<file path="src/rtl/vga_text_pkg.sv">
// Shared text-mode definitions: screen geometry defaults, blank cell value,
// character-sink FSM states and the capture FIFO entry layout.
package vga_text_pkg;

    localparam int          COLS_DEF   = 40;
    localparam int          ROWS_DEF   = 30;
    localparam int          FB_ADDR_W  = 11;
    localparam int          FIFO_D_DEF = 4;
    localparam logic [15:0] BLANK_DEF  = 16'h0000;

    typedef enum logic [2:0] {
        ST_IDLE,
        ST_REQ,
        ST_WRITE,
        ST_CLR_REQ,
        ST_CLR_WRITE
    } sink_state_e;

    typedef struct packed {
        logic [FB_ADDR_W-1:0] addr;
        logic [15:0]          data;
    } fifo_entry_t;

endpackage

</file>
<file path="src/rtl/char_fifo.sv">
// Small synchronous FIFO. A pop and a push on the same edge are both honoured,
// even when full; flush empties it and takes priority over both.
module char_fifo #(
    parameter int DEPTH = 4,
    parameter int WIDTH = 27
) (
    input  logic                     clk,
    input  logic                     rst,
    input  logic                     flush,
    input  logic                     push,
    input  logic                     pop,
    input  logic [WIDTH-1:0]         din,
    output logic [WIDTH-1:0]         dout,
    output logic                     full,
    output logic                     empty,
    output logic [$clog2(DEPTH):0]   count
);

    localparam int PW = $clog2(DEPTH);

    logic [WIDTH-1:0] mem_q [DEPTH];
    logic [PW-1:0]    wr_ptr_q, wr_ptr_d;
    logic [PW-1:0]    rd_ptr_q, rd_ptr_d;
    logic [PW:0]      count_q, count_d;
    logic             do_push, do_pop;

    assign full  = (count_q == (PW+1)'(DEPTH));
    assign empty = (count_q == '0);
    assign count = count_q;
    assign dout  = mem_q[rd_ptr_q];

    always_comb begin
        do_pop   = pop && !empty;
        do_push  = push && (!full || do_pop);
        wr_ptr_d = wr_ptr_q;
        rd_ptr_d = rd_ptr_q;
        count_d  = count_q;
        if (flush) begin
            wr_ptr_d = '0;
            rd_ptr_d = '0;
            count_d  = '0;
        end else begin
            if (do_push) wr_ptr_d = wr_ptr_q + 1'b1;
            if (do_pop)  rd_ptr_d = rd_ptr_q + 1'b1;
            count_d = count_q + (PW+1)'(do_push) - (PW+1)'(do_pop);
        end
    end

    always_ff @(posedge clk) begin
        if (rst) begin
            wr_ptr_q <= '0;
            rd_ptr_q <= '0;
            count_q  <= '0;
        end else begin
            wr_ptr_q <= wr_ptr_d;
            rd_ptr_q <= rd_ptr_d;
            count_q  <= count_d;
        end
    end

    always_ff @(posedge clk) begin
        if (do_push && !flush) mem_q[wr_ptr_q] <= din;
    end

endmodule

</file>
<file path="src/rtl/vga_char_sink.sv">
// Captures CPU character strobes into a FIFO and writes them into frame memory
// over a req/gnt port shared with scanout; also runs full-screen clear sweeps.
module vga_char_sink
    import vga_text_pkg::*;
#(
    parameter int          COLS   = COLS_DEF,
    parameter int          ROWS   = ROWS_DEF,
    parameter int          ADDR_W = FB_ADDR_W,
    parameter int          FIFO_D = FIFO_D_DEF,
    parameter logic [15:0] BLANK  = BLANK_DEF
) (
    input  logic              wire_clock,
    input  logic              wire_reset,
    input  logic              videoflag,
    input  logic [15:0]       bus_vga_pos,
    input  logic [15:0]       bus_vga_char,
    input  logic              clear_req,
    input  logic              mem_gnt,
    output logic              mem_req,
    output logic              mem_we,
    output logic [ADDR_W-1:0] mem_addr,
    output logic [15:0]       mem_data,
    output logic              busy,
    output logic [7:0]        drop_count
);

    localparam int                CELLS = COLS * ROWS;
    localparam int                CW    = $clog2(FIFO_D) + 1;
    localparam logic [ADDR_W-1:0] LAST  = ADDR_W'(CELLS - 1);

    sink_state_e       state_q, state_d;
    logic              flag_q, flag_d;
    logic              clr_pend_q, clr_pend_d;
    logic [ADDR_W-1:0] clr_cnt_q, clr_cnt_d;
    logic [7:0]        drop_q, drop_d;

    logic              capture, in_range, push, pop, dropped;
    logic              fifo_full, fifo_empty;
    logic [CW-1:0]     fifo_count;
    fifo_entry_t       push_entry, head;
    logic              clear_now;

    assign capture   = videoflag && !flag_q;
    assign in_range  = (bus_vga_pos < 16'(CELLS));
    assign pop       = (state_q == ST_WRITE);
    assign push      = capture && in_range && !clear_req;
    // A full FIFO still takes the push when the head is leaving on this edge.
    assign dropped   = capture && !clear_req && (!in_range || (fifo_full && !pop));
    assign clear_now = clr_pend_q || clear_req;

    assign push_entry.addr = FB_ADDR_W'(bus_vga_pos);
    assign push_entry.data = bus_vga_char;

    char_fifo #(
        .DEPTH (FIFO_D),
        .WIDTH ($bits(fifo_entry_t))
    ) u_fifo (
        .clk   (wire_clock),
        .rst   (wire_reset),
        .flush (clear_req),
        .push  (push),
        .pop   (pop),
        .din   (push_entry),
        .dout  (head),
        .full  (fifo_full),
        .empty (fifo_empty),
        .count (fifo_count)
    );

    always_comb begin
        flag_d = videoflag;
        drop_d = drop_q;
        if (dropped && drop_q != 8'hFF) drop_d = drop_q + 8'd1;
    end

    always_ff @(posedge wire_clock) begin
        if (wire_reset) begin
            state_q    <= ST_IDLE;
            flag_q     <= 1'b0;
            clr_pend_q <= 1'b0;
            clr_cnt_q  <= '0;
            drop_q     <= '0;
        end else begin
            state_q    <= state_d;
            flag_q     <= flag_d;
            clr_pend_q <= clr_pend_d;
            clr_cnt_q  <= clr_cnt_d;
            drop_q     <= drop_d;
        end
    end

    always_comb begin
        state_d    = state_q;
        clr_pend_d = clr_pend_q;
        clr_cnt_d  = clr_cnt_q;
        case (state_q)
            ST_IDLE: begin
                if (clear_now) begin
                    state_d    = ST_CLR_REQ;
                    clr_cnt_d  = '0;
                    clr_pend_d = 1'b0;
                end else if (!fifo_empty) begin
                    state_d = ST_REQ;
                end
            end
            ST_REQ: begin
                // The pending entry is flushed by a clear, so back off.
                if (clear_now) begin
                    state_d    = ST_IDLE;
                    clr_pend_d = 1'b1;
                end else if (mem_gnt) begin
                    state_d = ST_WRITE;
                end
            end
            ST_WRITE: begin
                clr_pend_d = clear_now;
                if (!clear_now && (fifo_count > CW'(1) || push)) state_d = ST_REQ;
                else                                              state_d = ST_IDLE;
            end
            ST_CLR_REQ: begin
                if (clear_req) clr_cnt_d = '0;
                if (mem_gnt)   state_d   = ST_CLR_WRITE;
            end
            ST_CLR_WRITE: begin
                if (clear_req) begin
                    clr_cnt_d = '0;
                    state_d   = mem_gnt ? ST_CLR_WRITE : ST_CLR_REQ;
                end else if (clr_cnt_q == LAST) begin
                    state_d = ST_IDLE;
                end else begin
                    clr_cnt_d = clr_cnt_q + 1'b1;
                    state_d   = mem_gnt ? ST_CLR_WRITE : ST_CLR_REQ;
                end
            end
            default: state_d = ST_IDLE;
        endcase
    end

    always_comb begin
        mem_req  = 1'b0;
        mem_we   = 1'b0;
        mem_addr = '0;
        mem_data = '0;
        case (state_q)
            ST_REQ, ST_CLR_REQ: mem_req = 1'b1;
            ST_WRITE: begin
                mem_req  = 1'b1;
                mem_we   = 1'b1;
                mem_addr = ADDR_W'(head.addr);
                mem_data = head.data;
            end
            ST_CLR_WRITE: begin
                mem_req  = 1'b1;
                mem_we   = 1'b1;
                mem_addr = clr_cnt_q;
                mem_data = BLANK;
            end
            default: ;
        endcase
        busy       = (state_q != ST_IDLE) || !fifo_empty || clr_pend_q;
        drop_count = drop_q;
    end

endmodule

</file>
<file path="config.mk">
export PLATFORM = sky130hd
export DESIGN_NAME = vga_char_sink
export DESIGN_NICKNAME = d
export VERILOG_FILES = /design/src/rtl/vga_text_pkg.sv /design/src/rtl/char_fifo.sv /design/src/rtl/vga_char_sink.sv
export SDC_FILE = /design/constraint.sdc
export NUM_CORES = 1
export LEC_CHECK = 0
export BUFFER_PORTS_ARGS = -buffer_cell sky130_fd_sc_hd__clkbuf_2
export CAP_MARGIN = 10
export CORE_MARGIN = 2
export CORE_UTILIZATION = 35
export DETAILED_ROUTE_END_ITERATION = 6
export GPL_TIMING_DRIVEN = 0
export HOLD_SLACK_MARGIN = 0.05
export MAX_ROUTING_LAYER = met4
export PLACE_DENSITY = 0.64
export SLEW_MARGIN = 20
export SYNTH_ARGS = -nofsm -noshare
export SYNTH_HDL_FRONTEND = slang
export SYNTH_SLANG_ARGS = --single-unit
export TNS_END_PERCENT = 50
</file>
<file path="constraint.sdc">
create_clock -name wire_clock -period 6.45 [get_ports wire_clock]
set_input_delay 0.645 -clock wire_clock [delete_from_list [all_inputs] [get_ports wire_clock]]
set_output_delay 0.645 -clock wire_clock [all_outputs]
set_load 0.03 [all_outputs]
</file>
==> summary by stage <==
Drt
The routed layout has between 3000 and 4000 vias. Dividing the detail-routed via count by the number of cells gives 5.110. In the final routed layout, each cell accounts on average for around 17 µm. The number of design rule violations left after detail routing is 0. The number of violations reported at the end of detailed-routing iteration 0 is 187.

Before antenna repair, the detailed router went through 5 iterations. The wire length reported by the detailed router is between 10000 and 15000 µm. Once detail routing completed, the nets flagged for antenna violations numbered 0.

Finish
Cells fill 43.85% of the core in the end. The fill cell instance count of the final layout is 1500. The area growth from synthesis to layout is 22.32%.

The final net count is 535. With fillers left out, the area of the finished cells amounts to 0.007297 mm². The share of final-layout standard cells stronger than drive strength 1 is 30.78%.

Die
The total die area is 0.01811 mm². The vertical die dimension is 134.6 µm. The floorplan has 47 rows.

The floorplan step defined a core boundary enclosing 0.01664 mm². Once the floorplan was initialized, standard cells occupied 35.85% of the core. The die is approximately 130 µm wide. For this design the top-level I/O count stands at 75.

Logic synthesis
The fraction of synthesis flops using an asynchronous set or reset pin is 0%. For this run, the number of Yosys warnings is 0. The commonest register cell after synthesis is sky130_fd_sc_hd__edfxtp_1. The number of library cell types mapped by synthesis is 54. After technology mapping, the gate count stands at 392.

The number of enable flip-flop cells after synthesis is 108. The proportion of synthesized chip area in sequential cells is about two thirds. In this run, synthesis produced a sequential element count of 141. Summing every instance area after synthesis gives 0.005966 mm². The number of nets handed over by synthesis was around 440. Dividing the synthesized area by the synthesized cell count gives 15.22 µm².

Setup path
The end of the worst register-to-register path is u_fifo.count[2]. The largest individual stage delay along the critical path comes from the cell sky130_fd_sc_hd__clkbuf_1. STA puts the critical path data required time at 5.80 ns. Of all nets on the critical path, the largest fanout is 10.

The worst reg2reg path depth is 10. The dominant cell type by count on the critical path is sky130_fd_sc_hd__clkbuf_1. The setup path with the least slack is of type flop to output pin. The critical path capture point type is an output pin.

The worst setup path is launched from a flop. In this run the critical register-to-register path is launched from state_q[0]. Traced cell by cell, the critical path runs through clkbuf_1, clkbuf_1, mux4_2, nand2_1, o21ai_0, clkbuf_2. In this run the register-to-register setup slack is between 3 and 4 ns. In this design, the stage delay of the slowest critical-path cell is 0.55 ns.

Data on the critical path arrives at its endpoint at 2.56 ns.

Min path
The worst min-delay path endpoint is u_fifo.mem_q[0][10]. The worst hold path depth is 1. The worst min-delay path class is input port to flop.

The start point of the worst hold path is bus_vga_char[10].

Clocking
The number of buffers created by CTS is 17. TritonCTS built the clock tree. Clock tree synthesis selected as its root buffer the cell sky130_fd_sc_hd__clkbuf_16.

In this run, post-CTS hold repair placed 0 buffers. Clock-pin slew was measured on the worst setup and hold paths at 0.06 ns. The number of gates given a new drive strength after cts is 0. The post-CTS setup repair buffer count is 0. The maximum clock insertion buffer count is 2. The H-tree was split into 4 levels. The clock latency at the later pin of the worst-skew pair is approximately 0.42 ns.

The CTS sink count is 141.

Global routing
The number of global-route vias before repair is 3700. The largest net degree at the start of global routing is 20. The initial antenna violation count is 1. Global routing consumed, over all layers together, between 10% and 20% of the routing resources.

The first global-routing pass estimated 19950 µm of wire. The remaining global-route overflow is 0.

Power and ir drop
The logic gate share of total power is approximately 8.3%. Net switching is between 20% and 30% of the power. For this design the ratio of total power to cell area is 291.4 mW/mm².

The internal power is between 1500 and 2000 µW. The worst-case IR drop observed on VDD is 0.2279 mV. Total power for the finished layout comes to 2126 µW.

The power dissipated by switching net loads is approximately 490 µW. Per report_power, the clock group accounts for 45.2% of the total. The static leakage is 0.002547 µW. The part of the power in registers is 46.5%.

Placement
The area of placed instances is 0.006721 mm². The half-perimeter wire length after detailed placement is ~8500 µm. The global placer's final weighted congestion is 0.8335. During placement, the flow inserted port buffers numbering between 70 and 80.

Outcome
The run finished with clean final reports.

Timing
The worst hold slack is 0.4412 ns. After layout, the minimum clock period comes to 3.204 ns. Static timing analysis puts the maximum clock frequency at ~310 MHz. For the pin with the worst max-slew slack, the measured transition is 0.6482 ns. Setup repair after global routing left no endpoint under its margin. Setup violations remaining at the end of the flow were counted as 0. The period utilization is 49.67%. The aggregate negative setup slack is 0 ns. For the final database, setup skew stands at between 0.008 and 0.009 ns.

The number of endpoints with negative hold slack in the final report was 0. The final number of max-transition violations is 0. Headroom to the max-slew limit came out at 56.33%.

Run
Across the run, the number of max-cap violations was 0.
-- cell type report --
class	count	area [µm²]	area share (%)
Inverter	12	45.04	0.6173
Buffer	18	87.58	1.200
Timing Repair Buffer	77	475.5	6.516
Multi-Input combinational cell	221	1934	26.51
Sequential cell	141	3904	53.50
Clock buffer	18	429.2	5.881
Antenna cell	1	2.502	0.03429
Clock inverter	10	143.9	1.972
Tap cell	220	275.3	3.772
-- Yosys cell counts (3+ instances only) --
| master | instances | area (µm²) |
|---|---|---|
| sky130_fd_sc_hd__and2_1 | 20 | 125.1 |
| sky130_fd_sc_hd__mux4_2 | 27 | 608.1 |
| sky130_fd_sc_hd__nor3_1 | 6 | 30.03 |
| sky130_fd_sc_hd__buf_2 | 4 | 20.02 |
| sky130_fd_sc_hd__xnor2_1 | 7 | 61.31 |
| sky130_fd_sc_hd__o21ai_0 | 8 | 40.04 |
| sky130_fd_sc_hd__nand3b_1 | 4 | 30.03 |
| sky130_fd_sc_hd__xor2_1 | 6 | 52.55 |
| sky130_fd_sc_hd__edfxtp_1 | 108 | 3243 |
| sky130_fd_sc_hd__inv_1 | 12 | 45.04 |
| sky130_fd_sc_hd__clkbuf_1 | 11 | 41.29 |
| sky130_fd_sc_hd__nand4_1 | 6 | 37.54 |
| sky130_fd_sc_hd__a31oi_1 | 4 | 25.02 |
| sky130_fd_sc_hd__ha_1 | 9 | 112.6 |
| sky130_fd_sc_hd__a21oi_1 | 8 | 40.04 |
| sky130_fd_sc_hd__a22o_1 | 10 | 87.58 |
| sky130_fd_sc_hd__dfxtp_1 | 33 | 660.6 |
| sky130_fd_sc_hd__nor2_1 | 35 | 131.4 |
| sky130_fd_sc_hd__nand2_1 | 11 | 41.29 |
| sky130_fd_sc_hd__nor2b_1 | 5 | 31.28 |
| sky130_fd_sc_hd__nand3_1 | 10 | 50.05 |
| sky130_fd_sc_hd__o22ai_1 | 3 | 18.77 |
| sky130_fd_sc_hd__and3_1 | 4 | 25.02 |
-- sequential cells by signal, summed over array words and instances (netlist names), named ones only --
signal and count:
u_fifo.rd_ptr_q 2, clr_cnt_q 11, u_fifo.wr_ptr_q 2, u_fifo.count 3, u_fifo.mem_q 108, drop_count 8
state_q 3, clr_pend_q 1, flag_q 1
-- cells by family (layout without fill, tap and decap cells) --
| logic type | after synthesis | count (layout) | share of synthesized area, % |
|---|---|---|---|
| compound gates | 50 | 50 | 6.565 |
| xor+xnor | 13 | 13 | 1.909 |
| fa+ha+maj | 10 | 10 | 2.223 |
| buf+inv | 30 | 135 | 2.223 |
| flops | 141 | 141 | 65.44 |
| mux | 31 | 31 | 10.91 |
| other cells | 0 | 1 | 0 |
| simple gates | 117 | 117 | 10.74 |
-- cell usage in the layout (no fill, tap or decap), types with 3 or more instances in the layout --
cell                        count
sky130_fd_sc_hd__and2_2         4
sky130_fd_sc_hd__dfxtp_1       33
sky130_fd_sc_hd__o22ai_1        3
sky130_fd_sc_hd__and2_1        16
sky130_fd_sc_hd__nand3b_1       4
sky130_fd_sc_hd__nor3_1         6
sky130_fd_sc_hd__a22o_1        10
sky130_fd_sc_hd__inv_1         12
sky130_fd_sc_hd__ha_1           9
sky130_fd_sc_hd__o21ai_0        8
sky130_fd_sc_hd__a31oi_1        4
sky130_fd_sc_hd__xor2_1         6
sky130_fd_sc_hd__nor2b_1        5
sky130_fd_sc_hd__buf_2          4
sky130_fd_sc_hd__bufinv_16      3
sky130_fd_sc_hd__clkbuf_1      12
sky130_fd_sc_hd__mux4_2        27
sky130_fd_sc_hd__nand4_1        6
sky130_fd_sc_hd__clkinv_4       3
sky130_fd_sc_hd__nor2_1        35
sky130_fd_sc_hd__xnor2_1        7
sky130_fd_sc_hd__a21oi_1        8
sky130_fd_sc_hd__and3_1         4
sky130_fd_sc_hd__buf_16         4
sky130_fd_sc_hd__clkbuf_16     17
sky130_fd_sc_hd__edfxtp_1     108
sky130_fd_sc_hd__nand2_1       11
sky130_fd_sc_hd__clkbuf_2      73
sky130_fd_sc_hd__nand3_1       10
-- how the worst max path moves through the flow --
stage | startpoint | end | cells past startpoint
6_report | flop | mem_addr[9] | 6
3_3_place_gp | bus_vga_pos[14] | u_fifo.mem_q[1][3] | 6
5_1_grt | flop | mem_addr[9] | 6
4_1_cts | flop | mem_addr[9] | 6
3_5_place_dp | bus_vga_pos[14] | u_fifo.mem_q[2][3] | 7
2_1_floorplan | bus_vga_pos[14] | u_fifo.mem_q[0][0] | 5
-- through the flow --
| step | instances | setup WS [ns] |
|---|---|---|
| after global placement | 685 | 2.605 |
| after global routing | 718 | 3.080 |
| after floorplan | 392 | 3.483 |
| final | 718 | 3.246 |
| after detailed placement | 689 | 3.271 |
| after CTS | 717 | 3.215 |
-- power groups by stage --
stage / clock network [µW] / logic (µW) / registers, µW
floorplan: 0 / 113 / 1010
global placement: 0 / 173 / 1010
detailed placement: 0 / 177 / 1010
CTS: 979 / 178 / 989
global route: 1020 / 192 / 990
finish: 960 / 177 / 989
-- critical path: cells and delay by family (launching register included) --
kind | cells | cell delay, ns
buf+inv | 3 | 1.17
compound gates | 1 | 0.15
flops | 1 | 0.30
simple gates | 1 | 0.13
mux | 1 | 0.39
-- routing by layer --
metal  GRT usage, %  part of all wire, %  vias to the layer above
met5              -                    0                        -
met1          18.29                   43                     1826
met4          5.263                  1.2                        0
met2          23.95                   49                      124
li1               -                    -                     1706
met3          5.030                  6.5                       13
Power figures use the tool's default switching activity.
